<file path="config.mk">
export PLATFORM = sky130hd
export DESIGN_NAME = shift_cmd_issue
export DESIGN_NICKNAME = d
export VERILOG_FILES = /design/src/rtl/shift_cmd_issue.sv
export SDC_FILE = /design/constraint.sdc
export NUM_CORES = 1
export LEC_CHECK = 0
export CORE_MARGIN = 4
export CORE_UTILIZATION = 45
export DETAILED_ROUTE_END_ITERATION = 16
export DONT_BUFFER_PORTS = 1
export SYNTH_ARGS = -nofsm -noshare
export SYNTH_HDL_FRONTEND = slang
export SYNTH_SLANG_ARGS = --single-unit
</file>
<file path="constraint.sdc">
create_clock -name clk -period 3.08 [get_ports clk]
set_clock_uncertainty 0.2 [all_clocks]
set_input_delay 0.616 -clock clk [delete_from_list [all_inputs] [get_ports clk]]
set_output_delay 0.616 -clock clk [all_outputs]
set_load 0.01 [all_outputs]
</file>
<file path="src/rtl/shift_cmd_issue.sv">
// Issue stage in front of the 8-bit logical barrel shifter: buffers commands in
// an in-order FIFO, presents the head to the shifter and registers its result.
module shift_cmd_issue #(
  parameter int AW = 2,
  parameter int W  = 8
) (
  input  logic          clk,
  input  logic          rst,
  input  logic          cmd_valid,
  output logic          cmd_ready,
  input  logic [W-1:0]  cmd_data,
  input  logic [2:0]    cmd_amt,
  input  logic          cmd_dir,
  output logic [W-1:0]  sh_in,
  output logic [2:0]    sh_sel,
  output logic          sh_mode,
  input  logic [W-1:0]  sh_out,
  output logic          res_valid,
  input  logic          res_ready,
  output logic [W-1:0]  res_data,
  output logic [AW:0]   count
);

  localparam int          DEPTH = 1 << AW;
  localparam logic [AW:0] FULL  = (AW+1)'(DEPTH);

  typedef struct packed {
    logic         dir;
    logic [2:0]   amt;
    logic [W-1:0] data;
  } cmd_t;

  cmd_t           mem [DEPTH];
  cmd_t           head;
  logic [AW-1:0]  wp, rp;
  logic           push, adv;

  // Ready comes from registered occupancy only, so a full FIFO refuses a push
  // even when a pop happens in the same cycle.
  assign cmd_ready = (count != FULL);
  assign push      = cmd_valid && cmd_ready;
  assign adv       = (count != '0) && (!res_valid || res_ready);
  assign head      = mem[rp];

  always_comb begin
    sh_in   = '0;
    sh_sel  = '0;
    sh_mode = 1'b0;
    if (count != '0) begin
      sh_in   = head.data;
      sh_sel  = head.amt;
      sh_mode = head.dir;
    end
  end

  // Storage carries no reset; validity is tracked entirely by the pointers.
  always_ff @(posedge clk) begin
    if (push) mem[wp] <= '{dir: cmd_dir, amt: cmd_amt, data: cmd_data};
  end

  always_ff @(posedge clk) begin
    if (rst) begin
      wp        <= '0;
      rp        <= '0;
      count     <= '0;
      res_valid <= 1'b0;
      res_data  <= '0;
    end else begin
      if (push) wp <= wp + 1'b1;
      if (adv) begin
        rp        <= rp + 1'b1;
        res_data  <= sh_out;
        res_valid <= 1'b1;
      end else if (res_valid && res_ready) begin
        res_valid <= 1'b0;
      end
      count <= count + {{AW{1'b0}}, push} - {{AW{1'b0}}, adv};
    end
  end

endmodule

</file>
## Word level (Yosys, flattened, before mapping)

Memory sizes are Yosys's and may differ from the RTL's. A register that Yosys moved wholly into a read port is not among the register bits.
Cells that the tools add are included.

| operators by class | value |
|---|---|
| equal/unequal tests | 1 |
| $add $sub $neg | 4 |
| mux-type cells | 9 |
| reduce and logical (&&, ||, !) cells | 7 |

Operators with widths:

| operator | count |
|---|---|
| $mux W8 | 1 |
| $mux W1 | 5 |
| $add A2 B1 Y2 const B | 2 |
| $mux W2 | 2 |
| $add A3 B1 Y3 | 1 |
| $logic_and A1 B1 Y1 | 3 |
| $mux W3 | 1 |
| $ne A3 B3 Y1 const B | 1 |
| $reduce_bool A3 Y1 | 1 |
| $sub A3 B1 Y3 | 1 |
| $reduce_bool A2 Y1 | 1 |
| $logic_not A1 Y1 | 1 |
| $logic_or A1 B1 Y1 | 1 |

| storage, ports and cells | value |
|---|---|
| logic and storage cells | 27 |
| bits in writable memories | 48 |
| memories | 1 |
| bits of input ports | 24 |
| output and inout bits | 25 |
| register bits | 16 |

Memory list:

| name | depth | width | rd ports | clocked after memory_dff | write ports | RTL line | text |
|---|---|---|---|---|---|---|---|
| mem | 4 | 12 | 1 | 1 | 1 | 33 | `cmd_t mem [DEPTH];` |

## Logic depth before layout (Yosys ltp)

Gate-level depths: netlist (run 1).

| logic depth | value |
|---|---|
| depth after elaboration | 5 |
| depth in mapped cells | 11 |
| gate-level depth less buffers | 11 |

## Worst setup path before layout (run 1)

OpenSTA, ideal clock, no wires.

| timing path | value |
|---|---|
| kind | reg-to-reg |
| from | reg count[1] |
| to | reg count[2] |
| arrival | 2,189 ps |
| buffers on the path | 0 |
| setup slack | 614 ps |
| library setup time | 78 ps |
| stages on the path, launching flop included | 12 |
| data required time | 2,802 ps |
| clock period less this slack | 2,466 ps |
| path through | dfxtp_1 nor2_1 a21boi_2 inv_1 ha_1 inv_1 ha_1 inv_1 fa_1 xor2_1 and2_1 nor3_1 |

| between the ends | value |
|---|---|
| longest elaborated chain between the ends | 4 |
| elaborated cells between the ends (all ways) | 6 |
| those cells by class | 2 x add/sub; 1 x eq/ne; 3 x reduce/logical |

Ends and longest elaborated chain:

| element | RTL line | text |
|---|---|---|
| from (decl) | 21 | `output logic [AW:0] count` |
| from (signal assigned) | 77 | `count <= count + {{AW{1'b0}}, push} - {{AW{1'b0}}, adv};` |
| $ne A3 B3 Y1 | 40 | `assign cmd_ready = (count != FULL);` |
| $logic_and A1 B1 Y1 | 41 | `assign push = cmd_valid && cmd_ready;` |
| $add A3 B1 Y3 | 77 |  |
| $sub A3 B1 Y3 (*) | 77 |  |

Mark *: on every way between the ends. The rest lies on a longest branch, timed or not.
A chain may end at the register's enable or synchronous reset.

## Worst setup path in the final report (run 1)

Same ends and word-level chain as after synthesis.

==> results_dict.tcl, run 1 <==
set metrics [dict create \
    cp_common_cell "inv_1" \
    finalSetupTns_ns 0 \
    synth-seq-cells 66 \
    finalHoldViolations 0 \
    crit_chain "nor2_1 > a21boi_2 > inv_1 > ha_1 > inv_1 > ha_1 > inv_1 > fa_1 > xor2_1 > and2_1 > nor3_1" \
    maxCapViolCount 0 \
    cts.path.max_buffers 2 \
    stdcell_count 252 \
    grt_max_degree 31 \
    ys.warnings.count 0 \
    area_delta_synth_final_pct 8.68 \
    pre_cts_ws_ns 0.395 \
    core_um2 5960 \
    ctsHtreeMaxLevel 3 \
    grt_overflow 0 \
    syn-cell-area_um2 2770 \
    layout_setup_ws_ns 0.388 \
    cp_max_fo 7 \
    rsz0062_at_grt "no" \
    p_leak_uw 0.00103 \
    gp_congestion 0.696 \
    cp.required_ns 3.13 \
    cts_tree "built" \
    clkTransAtPathRegs_ns 0.07 \
    drc 0 \
    hpwl_mm 2.99 \
    hp-class "in2reg" \
    cp-start-kind "flip-flop" \
    start_util 0.464 \
    row_count 28 \
    finalMaxSlewViolations 0 \
    clk_latency_ns 0.32 \
    crit_path_top_delay_cell "dfxtp_1" \
    clockRootBuffer "clkbuf_8" \
    via_per_inst 5.36 \
    fin_crit_ns 2.69 \
    outcome "finished, final reports clean" \
    port-buffer-count 0 \
    die-area_um2 7470 \
    detail-route-antenna-nets 0 \
    synth.distinct_cells 31 \
    antenna_found_initial 0 \
    boundaryPins 49 \
    power_density_nw_per_um2 925 \
    via_count 1350 \
    cts.sinks 66 \
    fmax_ghz 0.371 \
    cp-end-kind "flip-flop" \
    worst-setup-path-type "reg2reg" \
    final_layout_size_suffix_gt1_frac 0.249 \
    wl_mm 4.53 \
    worstPathArrival_ns 2.74 \
    ys_seq_area_frac 0.651 \
    num-nets-final 203 \
    synth_cells 167 \
    dp_cells 236 \
    cts_buffers 9 \
    timing.final.crit_share 0.874 \
    grt_pass1_wl_mm 7.18 \
    die_x_um 86.4 \
    die_h_um 86.4 \
    synth_area_per_cell_um2 16.6 \
    worst_pin_slew_ns 0.695 \
    relSlewSlack 0.537 \
    track_usage 0.130 \
    critical_path.max_stage_delay_ns 0.53 \
    post-cts-setup-buffers 0 \
    first_pass_iters 4 \
    holdBufCountCts 0 \
    ctsResizeCount 0 \
    wl_per_cell_um 18.0 \
    drtIter0Drc 70 \
    ir_drop_v 0.000397 \
    setup_viol_count_final 0 \
    syn-num-nets 198 \
    n_antenna_cell 0 \
    grt_pass1_vias 1431 \
]
-- worst max-delay path, delay by kind of cell (launching register included) --
kind                     cells  cell delay [ns]
flip-flops                   1             0.53
adder cells (fa/ha/maj)      3             0.80
AO/OA/AOI/OAI                1             0.30
AND/OR/NAND/NOR              3             0.43
buffers and inverters        3             0.19
XOR/XNOR                     1             0.16
-- metrics by stage --
step | total power [µW] | hold WS, ns | cell area [µm²] | util
floorplan | 2020 | 0.282 | 2770 | -
global placement | 2110 | 0.292 | 2820 | 0.474
detailed placement | 2140 | 0.320 | 2820 | 0.474
CTS | 2820 | 0.137 | 3010 | 0.505
global route | 2960 | 0.136 | 3010 | 0.505
finish | 2780 | 0.156 | 3010 | 0.505
-- path summary, 6_finish.rpt --
check	startpoint	to	slack [ns]	cells past startpoint
max	count[1]	count[2]	0.39	11
min	rst	count[1]	0.16	1
max reg2reg	count[1]	count[2]	0.39	11
min reg2reg	res_data[2]	res_data[2]	0.33	2
-- area by class of cell --
cell class	count	area [µm²]
Clock buffer	11	131
Clock inverter	5	55.1
Fill cell	510	2950
Inverter	5	18.8
Multi-Input combinational cell	87	883
Sequential cell	66	1800
Tap cell	75	93.8
Timing Repair Buffer	3	22.5
-- cells by family (layout without fill, tap and decap cells) --
family	count (synthesis)	after routing	synth area share
xor gates and xnor gates	1	1	0.00317
and+or+nand+nor	44	44	0.127
adders and majority gates	7	7	0.0344
buffers and inverters	14	24	0.0294
AOI/OAI and AO/OA	18	18	0.0348
DFF	66	66	0.651
muxes	17	17	0.120
-- Yosys cell counts --
| cell | n | share of area |
|---|---|---|
| nor3b_1 | 1 | 0.0027 |
| inv_1 | 5 | 0.0068 |
| clkbuf_1 | 2 | 0.0027 |
| mux4_2 | 10 | 0.081 |
| buf_6 | 1 | 0.0041 |
| o21ai_1 | 1 | 0.0018 |
| nor3_1 | 1 | 0.0018 |
| a21boi_2 | 1 | 0.0041 |
| ha_1 | 6 | 0.027 |
| mux4_1 | 2 | 0.019 |
| nor2_2 | 1 | 0.0023 |
| and2_1 | 5 | 0.011 |
| a21oi_1 | 9 | 0.016 |
| edfxtp_1 | 48 | 0.52 |
| nand3b_1 | 8 | 0.022 |
| mux2_2 | 4 | 0.016 |
| buf_1 | 1 | 0.0014 |
| nand2_1 | 1 | 0.0014 |
| buf_2 | 2 | 0.0036 |
| buf_8 | 1 | 0.0054 |
| nor2_1 | 7 | 0.0095 |
| fa_1 | 1 | 0.0072 |
| nor2b_1 | 6 | 0.014 |
| nand2b_1 | 3 | 0.0068 |
| mux2i_1 | 1 | 0.0036 |
| o21ai_0 | 7 | 0.013 |
| xor2_1 | 1 | 0.0032 |
| nor3_4 | 1 | 0.0059 |
| dfxtp_1 | 18 | 0.13 |
| buf_4 | 2 | 0.0054 |
| nor2b_4 | 10 | 0.050 |
-- per-layer routing --
| layer | routed length, µm | part of all wire | global-route usage | vias to the layer above |
|---|---|---|---|---|
| met1 | 1770 | 0.39 | 0.152 | 686 |
| met3 | 382 | 0.084 | 0.0570 | 4 |
| li1 | - | - | - | 627 |
| met2 | 2330 | 0.52 | 0.205 | 33 |
| met4 | 38 | 0.0084 | 0.0637 | 0 |
| met5 | 0 | 0 | 0 | - |
-- flip-flops by register name, indices dropped and copies added, names as in the netlist, named ones only --
signal and flops:
count 3, mem 48, res_data 8, res_valid 1
rp 2, wp 2
-- where the power goes --
group | total [µW] | internal, µW | switching (µW)
clock | 672 | 371 | 301
sequential | 1230 | 1110 | 125
combinational | 877 | 430 | 447
total | 2780 | 1910 | 873
-- placed cells by master, fill, tap and decap left out, drive strengths merged, types with 4 or more instances in the layout --
cell    synthesis  final
edfxtp         48     48
dfxtp          18     18
nor2b          16     16
mux4           12     12
clkbuf          2     11
a21oi           9      9
nand3b          8      8
nor2            8      8
o21ai           8      8
ha              6      6
inv             5      5
and2            5      5
mux2            4      4
No activity file was read; power rests on OpenSTA's default activity.
==> run 2: changes to the inputs <==
Settings changed: PLACE_DENSITY from default to 0.64.
==> run 2 against run 1 <==
Setup slack gained 0.018 ns; utilization barely moved; non-clock buffer count unchanged; sequential share of layout area hardly changed; count of clock-buffer cells in the layout down 2; sequential cell count stayed put; critical endpoint is now sh_sel[1]; largest cell class unchanged; highest routed layer unchanged.
==> results_dict.tcl, run 2 (synthesized netlist as in run 1, its figures left out) <==
set metrics [dict create \
    cp.required_ns 2.26 \
    grt_pass1_vias 1400 \
    grt_overflow 0 \
    die-area_um2 7470 \
    num-nets-final 203 \
    multi_input_area_um2 883 \
    rsz0062_at_grt "no" \
    reg2reg_from "count[1]" \
    setup_viol_count_final 0 \
    holdBufCountCts 0 \
    mostFrequentLayoutCells "edfxtp_1 (48), dfxtp_1 (18), mux4_2 (10), nor2b_4 (10)" \
    via_count 1333 \
    final_layout_size_suffix_gt1_frac 0.249 \
    worstPathArrival_ns 1.86 \
    p_leak_uw 0.00104 \
    wl_per_cell_um 17.8 \
    crit_path_top_delay_cell "dfxtp_1" \
    finalMaxSlewViolations 0 \
    cp_max_fo 8 \
    hpwl_mm 3.09 \
    relSlewSlack 0.563 \
    n_antenna_cell 0 \
    start_util 0.464 \
    clkTransAtPathRegs_ns 0.07 \
    finalSetupTns_ns 0 \
    final_common_cell "edfxtp_1" \
    via_per_inst 5.29 \
    critical_path.max_stage_delay_ns 0.61 \
    reg_top3 "mem: 48 flops, res_data: 8 flops, count: 3 flops" \
    regArea_um2 1800 \
    gp_congestion 0.693 \
    ir_drop_v 0.000297 \
    crit_family "flip-flops" \
    grt_pass1_wl_mm 6.99 \
    port-buffer-count 0 \
    timing.final.crit_share 0.868 \
    cts.sinks 66 \
    min_from "rst" \
    cp-start-kind "flip-flop" \
    largest_reg_flops 48 \
    boundaryPins 49 \
    worst-setup-path-type "reg2out" \
    worst_pin_slew_ns 0.655 \
    first_pass_iters 4 \
    wl_mm 4.49 \
    die_x_um 86.4 \
    crit_buf_inv 1 \
    core_um2 5960 \
    max_flop_register "mem" \
    fill_cells 487 \
    post-cts-setup-buffers 0 \
    cts_buffers 9 \
    drc 0 \
    row_count 28 \
    drtIter0Drc 73 \
    detail-route-antenna-nets 0 \
    grt_max_degree 31 \
    maxCapViolCount 0 \
    fin_crit_ns 2.67 \
    cts_tree "built" \
    finalHoldViolations 0 \
    hp-class "in2reg" \
    antenna_found_initial 0 \
    crit_chain "buf_4 > mux4_2 > nor2b_4" \
    cp-end-kind "primary output" \
    outcome "finished, final reports clean" \
    fmax_ghz 0.374 \
    area_delta_synth_final_pct 8.59 \
    track_usage 0.128 \
    clk_latency_ns 0.33 \
    total_power_uw 2770 \
    cts.path.max_buffers 2 \
    die_h_um 86.4 \
    power_density_nw_per_um2 922 \
    ctsResizeCount 0 \
    clockRootBuffer "clkbuf_8" \
    ctsHtreeMaxLevel 3 \
]
run 2: cell types whose count changed in the layout (fill, tap and decap cells not counted):
cell	change
clkbuf_1	-2
clkinv_1	+2
clkinv_2	+1
clkinvlp_4	-1
run 2: layout make-up:
cell class | count | share of cell area
Clock buffer | 9 | 0.0412
Sequential cell | 66 | 0.600
Clock inverter | 7 | 0.0200
Timing Repair Buffer | 3 | 0.00750
Multi-Input combinational cell | 87 | 0.294
Inverter | 5 | 0.00625
Tap cell | 75 | 0.0312
run 2: worst paths after layout:
path / endpoint / slack [ns] / cells after the start
max: sh_sel[1] / 0.41 / 3
min: res_data[3] / 0.15 / 1
max reg2reg: count[2] / 0.41 / 11
min reg2reg: res_data[0] / 0.32 / 2
run 2: routing by layer:
layer / wire length, µm / global-route usage / vias up / part of all wire
li1: - / - / 628 / -
met1: 1800 / 0.145 / 668 / 0.40
met2: 2370 / 0.205 / 29 / 0.53
met3: 234 / 0.0447 / 8 / 0.052
met4: 87 / 0.0793 / 0 / 0.019
met5: 0 / 0 / - / 0
run 2: metrics by stage:
stage	instance area (µm²)	hold slack [ns]	utilization	worst slack, ns	instances
CTS	3000	0.133	0.504	0.318	252
floorplan	2770	0.282	-	0.614	167
global placement	2820	0.293	0.474	0.515	236
detailed placement	2820	0.314	0.474	0.425	236
global route	3000	0.130	0.504	0.155	252
finish	3000	0.149	0.504	0.406	252
run 2: power by group:
| group | switching, µW | internal (µW) | total (µW) |
|---|---|---|---|
| registers | 148 | 1110 | 1250 |
| logic | 415 | 430 | 846 |
| clock network | 305 | 364 | 669 |
